$ cat src/rtl/sync_queue_param_pkg.sv
// -----------------------------------------------------------------------------
// queue_pkg
//   Shared definitions for the parametrised single-clock queue family.
//   - addr_w()/count_w(): pointer and occupancy widths derived from a depth.
//   - `QUEUE_COUNT_T(depth): packed type wide enough to hold 0..depth.
//     A package cannot hold a parameterised typedef, so callers expand it
//     with their own DEPTH.
//   - queue_status_e: bit positions for shared status buses
//     (empty, full, almost-full, almost-empty, overflow).
// -----------------------------------------------------------------------------
`ifndef QUEUE_PKG_SV
`define QUEUE_PKG_SV

`define QUEUE_COUNT_T(depth) logic [$clog2(depth):0]

package queue_pkg;

    // Pointer width; a depth below 2 still needs one address bit.
    function automatic int unsigned addr_w(input int unsigned depth);
        return (depth < 2) ? 1 : $clog2(depth);
    endfunction

    // Occupancy width: one extra bit so the value DEPTH is representable.
    function automatic int unsigned count_w(input int unsigned depth);
        return addr_w(depth) + 1;
    endfunction

    typedef enum logic [2:0] {
        ST_EMPTY = 3'd0,
        ST_FULL  = 3'd1,
        ST_AF    = 3'd2,
        ST_AE    = 3'd3,
        ST_OVF   = 3'd4
    } queue_status_e;

    localparam int unsigned STATUS_W = 5;

endpackage

`endif

$ cat src/rtl/sync_queue_param_ram_sdp_sync.sv
// -----------------------------------------------------------------------------
// ram_sdp_sync
//   Simple dual-port RAM, WIDTH x DEPTH, one write port and one read port on
//   the same clock. The read data is registered (one-cycle read latency).
//   Read-during-write to the same address returns an undefined mix of old and
//   new data; the queue never relies on that result.
//
// Ports
//   clk_i    in   1      clock
//   we_i     in   1      write enable
//   waddr_i  in   AW     write address
//   wdata_i  in   WIDTH  write data
//   raddr_i  in   AW     read address (sampled on the rising edge)
//   rdata_o  out  WIDTH  registered read data
// -----------------------------------------------------------------------------
module ram_sdp_sync
    import queue_pkg::*;
#(
    parameter int WIDTH = 64,
    parameter int DEPTH = 64,
    parameter int AW    = addr_w(DEPTH)
) (
    input  logic             clk_i,
    input  logic             we_i,
    input  logic [AW-1:0]    waddr_i,
    input  logic [WIDTH-1:0] wdata_i,
    input  logic [AW-1:0]    raddr_i,
    output logic [WIDTH-1:0] rdata_o
);

    logic [WIDTH-1:0] mem [DEPTH];
    logic [WIDTH-1:0] rdata_q;

    // No reset: the array and its output register map onto block RAM.
    always_ff @(posedge clk_i) begin
        if (we_i) begin
            mem[waddr_i] <= wdata_i;
        end
        rdata_q <= mem[raddr_i];
    end

    assign rdata_o = rdata_q;

endmodule

$ cat src/rtl/sync_queue_param.sv
// -----------------------------------------------------------------------------
// sync_queue_param
//   Parametrised single-clock FIFO with a registered-read RAM, empty-queue
//   bypass, almost-full/almost-empty flags, sticky overflow and flush.
//
// Handshake (both sides): a transfer happens in a cycle where valid and ready
//   are both high at the rising edge. io_enq_ready depends only on state
//   (~full); io_deq_valid depends only on state (~empty). Neither side ever
//   sees a combinational path from the other, and a word enqueued in cycle N
//   is first visible on io_deq_bits in cycle N+1.
//
// Ports
//   clock            in   1      clock, all state on rising edge
//   reset            in   1      synchronous, active-high
//   io_enq_valid     in   1      producer has data
//   io_enq_ready     out  1      queue not full
//   io_enq_bits      in   WIDTH  write data
//   io_deq_ready     in   1      consumer accepts head
//   io_deq_valid     out  1      queue not empty
//   io_deq_bits      out  WIDTH  head data, valid while io_deq_valid
//   io_count         out  AW+1   occupancy 0..DEPTH
//   io_almost_full   out  1      io_count >= AF_THRESH
//   io_almost_empty  out  1      io_count <= AE_THRESH
//   io_overflow      out  1      sticky: enq attempted while full
//   io_high_water    out  AW+1   peak occupancy since reset/flush
//   io_flush         in   1      synchronous discard of all contents
//
// Configuration
//   QUEUE_HIGH_WATER_EN  when defined, io_high_water is a register tracking
//                        peak occupancy; otherwise it is tied to zero.
// -----------------------------------------------------------------------------
module sync_queue_param
    import queue_pkg::*;
#(
    parameter int WIDTH     = 64,
    parameter int DEPTH     = 64,
    parameter int AF_THRESH = 56,
    parameter int AE_THRESH = 8
) (
    input  logic                   clock,
    input  logic                   reset,
    input  logic                   io_enq_valid,
    output logic                   io_enq_ready,
    input  logic [WIDTH-1:0]       io_enq_bits,
    input  logic                   io_deq_ready,
    output logic                   io_deq_valid,
    output logic [WIDTH-1:0]       io_deq_bits,
    output logic [$clog2(DEPTH):0] io_count,
    output logic                   io_almost_full,
    output logic                   io_almost_empty,
    output logic                   io_overflow,
    output logic [$clog2(DEPTH):0] io_high_water,
    input  logic                   io_flush
);

    localparam int AW = addr_w(DEPTH);

    typedef logic [AW-1:0] ptr_t;
    typedef `QUEUE_COUNT_T(DEPTH) count_t;

    localparam count_t AF_LEVEL = count_t'(AF_THRESH);
    localparam count_t AE_LEVEL = count_t'(AE_THRESH);

    // ------------------------------------------------------------------
    // State
    // ------------------------------------------------------------------
    ptr_t             enq_ptr_q,     enq_ptr_d;
    ptr_t             deq_ptr_q,     deq_ptr_d;
    logic             maybe_full_q,  maybe_full_d;
    logic             overflow_q,    overflow_d;
    logic             bypass_q,      bypass_d;
    logic [WIDTH-1:0] bypass_data_q, bypass_data_d;

    // ------------------------------------------------------------------
    // Status and handshake
    // ------------------------------------------------------------------
    logic             ptr_match;
    logic             full;
    logic             empty;
    logic             do_enq;
    logic             do_deq;
    ptr_t             r_addr;
    logic [WIDTH-1:0] ram_rdata;

    always_comb begin
        ptr_match = (enq_ptr_q == deq_ptr_q);
        full      = ptr_match &  maybe_full_q;
        empty     = ptr_match & ~maybe_full_q;
        do_enq    = io_enq_valid & ~full;
        do_deq    = io_deq_ready & ~empty;
        // Read one ahead when popping so the next head is registered in
        // the RAM output by the following cycle.
        r_addr    = do_deq ? (deq_ptr_q + ptr_t'(1)) : deq_ptr_q;
    end

    // ------------------------------------------------------------------
    // Next-state: pointers, maybe_full, overflow
    // ------------------------------------------------------------------
    always_comb begin
        enq_ptr_d    = enq_ptr_q;
        deq_ptr_d    = deq_ptr_q;
        maybe_full_d = maybe_full_q;
        overflow_d   = overflow_q | (io_enq_valid & full);

        if (do_enq) begin
            enq_ptr_d = enq_ptr_q + ptr_t'(1);
        end
        if (do_deq) begin
            deq_ptr_d = deq_ptr_q + ptr_t'(1);
        end
        // Pointers can only become equal-and-full through a net enqueue.
        if (do_enq != do_deq) begin
            maybe_full_d = do_enq;
        end

        // Flush overrides any same-cycle transfer. A RAM write may still
        // happen this cycle, but the slot is unreachable afterwards.
        if (io_flush) begin
            enq_ptr_d    = '0;
            deq_ptr_d    = '0;
            maybe_full_d = 1'b0;
            overflow_d   = 1'b0;
        end
    end

    // ------------------------------------------------------------------
    // Bypass: when the slot being written is the slot being read this
    // cycle, the RAM output is undefined next cycle, so the write data is
    // captured here and substituted for it.
    // ------------------------------------------------------------------
    always_comb begin
        bypass_d      = do_enq & (enq_ptr_q == r_addr);
        bypass_data_d = bypass_data_q;
        if (bypass_d) begin
            bypass_data_d = io_enq_bits;
        end
        if (io_flush) begin
            bypass_d = 1'b0;
        end
    end

    // ------------------------------------------------------------------
    // Registers
    // ------------------------------------------------------------------
    always_ff @(posedge clock) begin
        if (reset) begin
            enq_ptr_q    <= '0;
            deq_ptr_q    <= '0;
            maybe_full_q <= 1'b0;
            overflow_q   <= 1'b0;
            bypass_q     <= 1'b0;
        end else begin
            enq_ptr_q    <= enq_ptr_d;
            deq_ptr_q    <= deq_ptr_d;
            maybe_full_q <= maybe_full_d;
            overflow_q   <= overflow_d;
            bypass_q     <= bypass_d;
        end
    end

    // Data-only register; its content is ignored unless bypass_q is set.
    always_ff @(posedge clock) begin
        bypass_data_q <= bypass_data_d;
    end

    // ------------------------------------------------------------------
    // Storage
    // ------------------------------------------------------------------
    ram_sdp_sync #(
        .WIDTH (WIDTH),
        .DEPTH (DEPTH),
        .AW    (AW)
    ) u_ram (
        .clk_i   (clock),
        .we_i    (do_enq),
        .waddr_i (enq_ptr_q),
        .wdata_i (io_enq_bits),
        .raddr_i (r_addr),
        .rdata_o (ram_rdata)
    );

    // ------------------------------------------------------------------
    // Outputs
    // ------------------------------------------------------------------
    // The pointer difference wraps modulo 2^AW; the full bit supplies the
    // top bit so the value DEPTH appears only when actually full.
    assign io_count        = {full, ptr_t'(enq_ptr_q - deq_ptr_q)};
    assign io_enq_ready    = ~full;
    assign io_deq_valid    = ~empty;
    assign io_deq_bits     = bypass_q ? bypass_data_q : ram_rdata;
    assign io_almost_full  = (io_count >= AF_LEVEL);
    assign io_almost_empty = (io_count <= AE_LEVEL);
    assign io_overflow     = overflow_q;

`ifdef QUEUE_HIGH_WATER_EN
    count_t high_water_q, high_water_d;
    count_t count_d;
    logic   full_d;

    // Track the occupancy that will be visible next cycle so the peak
    // register and io_count change on the same edge.
    always_comb begin
        full_d       = (enq_ptr_d == deq_ptr_d) & maybe_full_d;
        count_d      = {full_d, ptr_t'(enq_ptr_d - deq_ptr_d)};
        high_water_d = (count_d > high_water_q) ? count_d : high_water_q;
        if (io_flush) begin
            high_water_d = '0;
        end
    end

    always_ff @(posedge clock) begin
        if (reset) begin
            high_water_q <= '0;
        end else begin
            high_water_q <= high_water_d;
        end
    end

    assign io_high_water = high_water_q;
`else
    assign io_high_water = '0;
`endif

endmodule

$ cat config.mk
export PLATFORM = sky130hd
export DESIGN_NAME = sync_queue_param
export DESIGN_NICKNAME = d
export VERILOG_FILES = /design/src/rtl/sync_queue_param_pkg.sv /design/src/rtl/sync_queue_param_ram_sdp_sync.sv /design/src/rtl/sync_queue_param.sv
export SDC_FILE = /design/constraint.sdc
export NUM_CORES = 2
export LEC_CHECK = 0
export ABC_AREA = 0
export BUFFER_PORTS_ARGS = -buffer_cell sky130_fd_sc_hd__clkbuf_2
export CAP_MARGIN = 0
export CORE_ASPECT_RATIO = 2
export CORE_MARGIN = 5
export CORE_UTILIZATION = 28
export CTS_CLUSTER_DIAMETER = 80
export DETAILED_ROUTE_END_ITERATION = 8
export PLACE_DENSITY = 0.47
export SLEW_MARGIN = 10
export SYNTH_ARGS = -nofsm -noshare
export SYNTH_HDL_FRONTEND = slang
export SYNTH_HIERARCHICAL = 1
export SYNTH_SLANG_ARGS = --single-unit
$ cat constraint.sdc
create_clock -name clock -period 8.4 [get_ports clock]
set_input_delay 0.84 -clock clock [delete_from_list [all_inputs] [get_ports clock]]
set_output_delay 0.84 -clock clock [all_outputs]
set_load 0.01 [all_outputs]
==> metrics.md <==
| Metric | Value |
|---|---|
| Status | `complete, no violations` |
| Largest net degree at the start of global routing | `108` |
| Dpl ws | `2.701 ns` |
| Synthesized cell area | `160,400 um2` |
| Antenna violations before repair | `32` |
| Vias/cell | `5.167` |
| Worst Path Arrival | `6.39 ns` |
| Count of final max-slew check failures | `0` |
| Worst hold-check path type | `input pin to register` |
| Clock Latency Late Sink | `0.96 ns` |
| DRT Pass-1 Iters | `5` |
| Required time of the worst setup path | `9.18 ns` |
| CP Cell Sequence | `inv_1 > ha_1 > nand4b_1 > nor3_2 > nor2_1 > xnor2_2 > buf_4 > buf_12 > mux4_2 > mux2i_1 > o22ai_1 > a41oi_1 > a211oi_1` |
| Startpoint Class | `register` |
| Fin crit period | `5.603 ns` |
| Yosys reg bits | `4,239` |
| Cts hold-fix bufs | `0` |
| Pwr Density | `232.8 nW/um2` |
| Wire per inst | `35.24 um` |
| Crit-path slowest cell | `xnor2_2` |
| Register area share after synthesis | `0.7887` |
| Num Clock Sinks | `4,239` |
| Post-layout worst setup margin | `2.797 ns` |
| Root Driver | `clkbuf_16` |
| Hold Vio Cnt, Final | `0` |
| Area grow syn2layout | `14.71%` |
| Least-Margin Pin Slew | `1.262 ns` |
| Critical Path Source | `deq_ptr_q[4]` |
| Dpl cells | `14,470` |
| Die Span Y | `1080 um` |
| Count of final setup violators | `0` |
| First-pass GRT wire length | `719,800 um` |
| FP Rows | `393` |
| Worst reg2reg path startpoint | `deq_ptr_q[4]` |
| Cells after synthesis | `6,908` |
| CTS buffer count | `357` |
| RSZ-0062 raised after global routing | `false` |
| Power, Total | `42.83 mW` |
| Clk buf depth | `4` |
| Via Count | `78,210` |
| Final nets | `7,399` |
| Post-route ant nets | `0` |
| Leakage | `54.10 nW` |
| Die area | `589,000 um2` |
| IO buf count | `144` |
| Setup TNS | `0 ns` |
| CTS tree | `built` |
| Min-delay src | `io_enq_valid` |
| Die width | `545.2 um` |
| Post-Syn Area per Cell | `23.22 um2` |
| CP Max Fanout | `87` |
| Starting DRT DRC Count | `7,414` |
| Placeable Area | `571,900 um2` |
| Slew headroom | `0.1569` |
| EDFF count, synth | `4,160` |
| Number of global-route vias before repair | `81,840` |
| Dominant synthesized flop cell | `edfxtp_1` |
| # IOs | `152` |
| H-Tree Depth | `5` |
| Skew final | `0.09494 ns` |
| Asr flop ratio synth | `0` |
| Cts repair resizes | `0` |
| Postcts setup bufs | `0` |
| Distinct cells, synth | `62` |
| Clock transition at path regs | `0.07 ns` |
| Hold slack | `0.2874 ns` |
| Global route overflow | `0` |
| Yosys warning total | `6` |
| Max-capacitance violation count | `0` |
| Drc violations | `0` |
| Critical Path Sink Type | `register` |
| Hpwl dp | `294,100 um` |
| Total Routing Usage GR | `0.1759` |
| RD Place Congestion | `0.7622` |
| Final wirelength | `533,300 um` |
| Layout cells sized above 1 | `0.2857` |
| Kind of critical path | `register to register` |
| VDD IR max | `0.1961 mV` |
| Initial Util | `0.2805` |
| Post-Layout Cell Count | `15,140` |
| Period utilisation layout | `0.6670` |
| Slowest stage delay, CP | `0.75 ns` |
| Fmax | `178.5 MHz` |
-- routing by layer --
metal / part of all wire / vias to the layer above / global-route usage
li1: - / 30350 / -
met1: 0.37 / 44470 / 0.2038
met2: 0.55 / 2638 / 0.3372
met3: 0.046 / 747 / 0.01964
met4: 0.035 / 4 / 0.05445
met5: 0.000049 / - / 0
-- report_power, final --
| part | total [mW] | switching [mW] | internal, mW | leakage (nW) |
|---|---|---|---|---|
| sequential | 23.4 | 0.0644 | 23.3 | 38.1 |
| combinational | 2.20 | 1.29 | 0.911 | 10.2 |
| clock | 17.2 | 7.89 | 9.35 | 5.77 |
| total | 42.8 | 9.24 | 33.6 | 54.1 |
-- cell families after synthesis --
| group | Yosys count | share of synthesized area |
|---|---|---|
| multiplexers | 1225 | 0.1568 |
| AO/OA/AOI/OAI | 534 | 0.02565 |
| AND/OR/NAND/NOR | 458 | 0.01466 |
| flip-flops | 4239 | 0.7887 |
| adder cells (fa/ha/maj) | 8 | 0.0006708 |
| other | 1 | 0.00002338 |
| buffers and inverters | 426 | 0.01260 |
| XOR/XNOR | 17 | 0.0009283 |
-- metrics by stage --
stage | cell area (um2) | util
final | 184000 | 0.3217
after global routing | 184000 | 0.3217
after CTS | 184000 | 0.3217
after detailed placement | 172100 | 0.3009
after global placement | 172000 | 0.3008
after floorplan | 160400 | -
-- layout by cell type, fill, tap and decap left out, types with 8 or more instances in the layout --
| master | count |
|---|---|
| a211oi_1 | 63 |
| a21oi_1 | 8 |
| a22o_1 | 88 |
| a22oi_1 | 168 |
| a2bb2oi_1 | 19 |
| a31oi_1 | 18 |
| a41oi_1 | 26 |
| and3_1 | 67 |
| buf_12 | 45 |
| buf_4 | 253 |
| bufinv_16 | 41 |
| clkbuf_1 | 85 |
| clkbuf_16 | 358 |
| clkbuf_2 | 139 |
| clkbuf_8 | 15 |
| clkinv_1 | 56 |
| clkinv_16 | 8 |
| clkinv_2 | 60 |
| clkinvlp_4 | 11 |
| dfxtp_1 | 78 |
| diode_2 | 9 |
| edfxtp_1 | 4160 |
| inv_1 | 32 |
| mux2_2 | 64 |
| mux2i_1 | 137 |
| mux4_2 | 1024 |
| nand2_1 | 64 |
| nand2b_1 | 9 |
| nand3_1 | 47 |
| nor2_1 | 64 |
| nor2_4 | 65 |
| nor2b_1 | 34 |
| o221ai_1 | 39 |
| o22ai_1 | 84 |
| or2_2 | 29 |
| or3_1 | 33 |
-- cell usage after synthesis, types with 4 or more instances --
| cell | number | area (um2) |
|---|---|---|
| a211oi_1 | 63 | 473.0 |
| a21oi_1 | 8 | 40.04 |
| a22o_1 | 88 | 770.7 |
| a22oi_1 | 168 | 1261 |
| a2bb2oi_1 | 19 | 166.4 |
| a31oi_1 | 18 | 112.6 |
| a41oi_1 | 26 | 227.7 |
| and2_1 | 4 | 25.02 |
| and3_1 | 67 | 419.2 |
| buf_1 | 20 | 75.07 |
| buf_2 | 175 | 875.8 |
| buf_4 | 42 | 315.3 |
| buf_6 | 6 | 67.56 |
| clkbuf_1 | 150 | 563.0 |
| dfxtp_1 | 79 | 1582 |
| edfxtp_1 | 4160 | 124900 |
| ha_1 | 7 | 87.58 |
| inv_1 | 33 | 123.9 |
| mux2_2 | 64 | 720.7 |
| mux2i_1 | 137 | 1371 |
| mux4_2 | 1024 | 23060 |
| nand2_1 | 68 | 255.2 |
| nand2b_1 | 11 | 68.82 |
| nand3_1 | 47 | 235.2 |
| nand4_1 | 6 | 37.54 |
| nor2_1 | 129 | 484.2 |
| nor2b_1 | 38 | 237.7 |
| nor3_1 | 9 | 45.04 |
| o21ai_0 | 4 | 20.02 |
| o221ai_1 | 39 | 341.6 |
| o22ai_1 | 84 | 525.5 |
| or2_2 | 29 | 181.4 |
| or3_1 | 33 | 206.5 |
| xnor2_1 | 9 | 78.83 |
| xor2_1 | 8 | 70.07 |
-- critical path: cells and delay by family (launching register included) --
| family | cells | cell delay, ns |
|---|---|---|
| buffers and inverters | 3 | 1.38 |
| DFF | 1 | 0.48 |
| AOI/OAI and AO/OA | 3 | 0.96 |
| adders and majority gates | 1 | 0.49 |
| xor gates and xnor gates | 1 | 0.75 |
| and+or+nand+nor | 3 | 0.76 |
| muxes | 2 | 0.58 |
-- cell type report --
cell class                      count  area (um2)
Fill cell                       53940      387900
Sequential cell                  4239      126500
Multi-Input combinational cell   2249       32530
Clock buffer                      458        9484
Tap cell                         7505        9390
Timing Repair Buffer              442        3523
Clock inverter                    200        2401
Inverter                           33       131.4
Antenna cell                        9       22.52
-- flip-flops by register name (all words and copies together) (netlist names) --
register,count
bypass_data_q,64
bypass_q,1
deq_ptr_q,6
enq_ptr_q,6
io_overflow,1
maybe_full_q,1
u_ram/mem,4096
u_ram/rdata_o,64
-- path summary, 6_finish.rpt --
path                  endpoint  slack (ns)  depth (start not counted)
min               maybe_full_q        0.29                          3
max reg2reg  u_ram/rdata_o[13]        2.80                         13
max          u_ram/rdata_o[13]        2.80                         13
min reg2reg        io_overflow        0.47                          2
No activity file was read; power rests on OpenSTA's default activity.
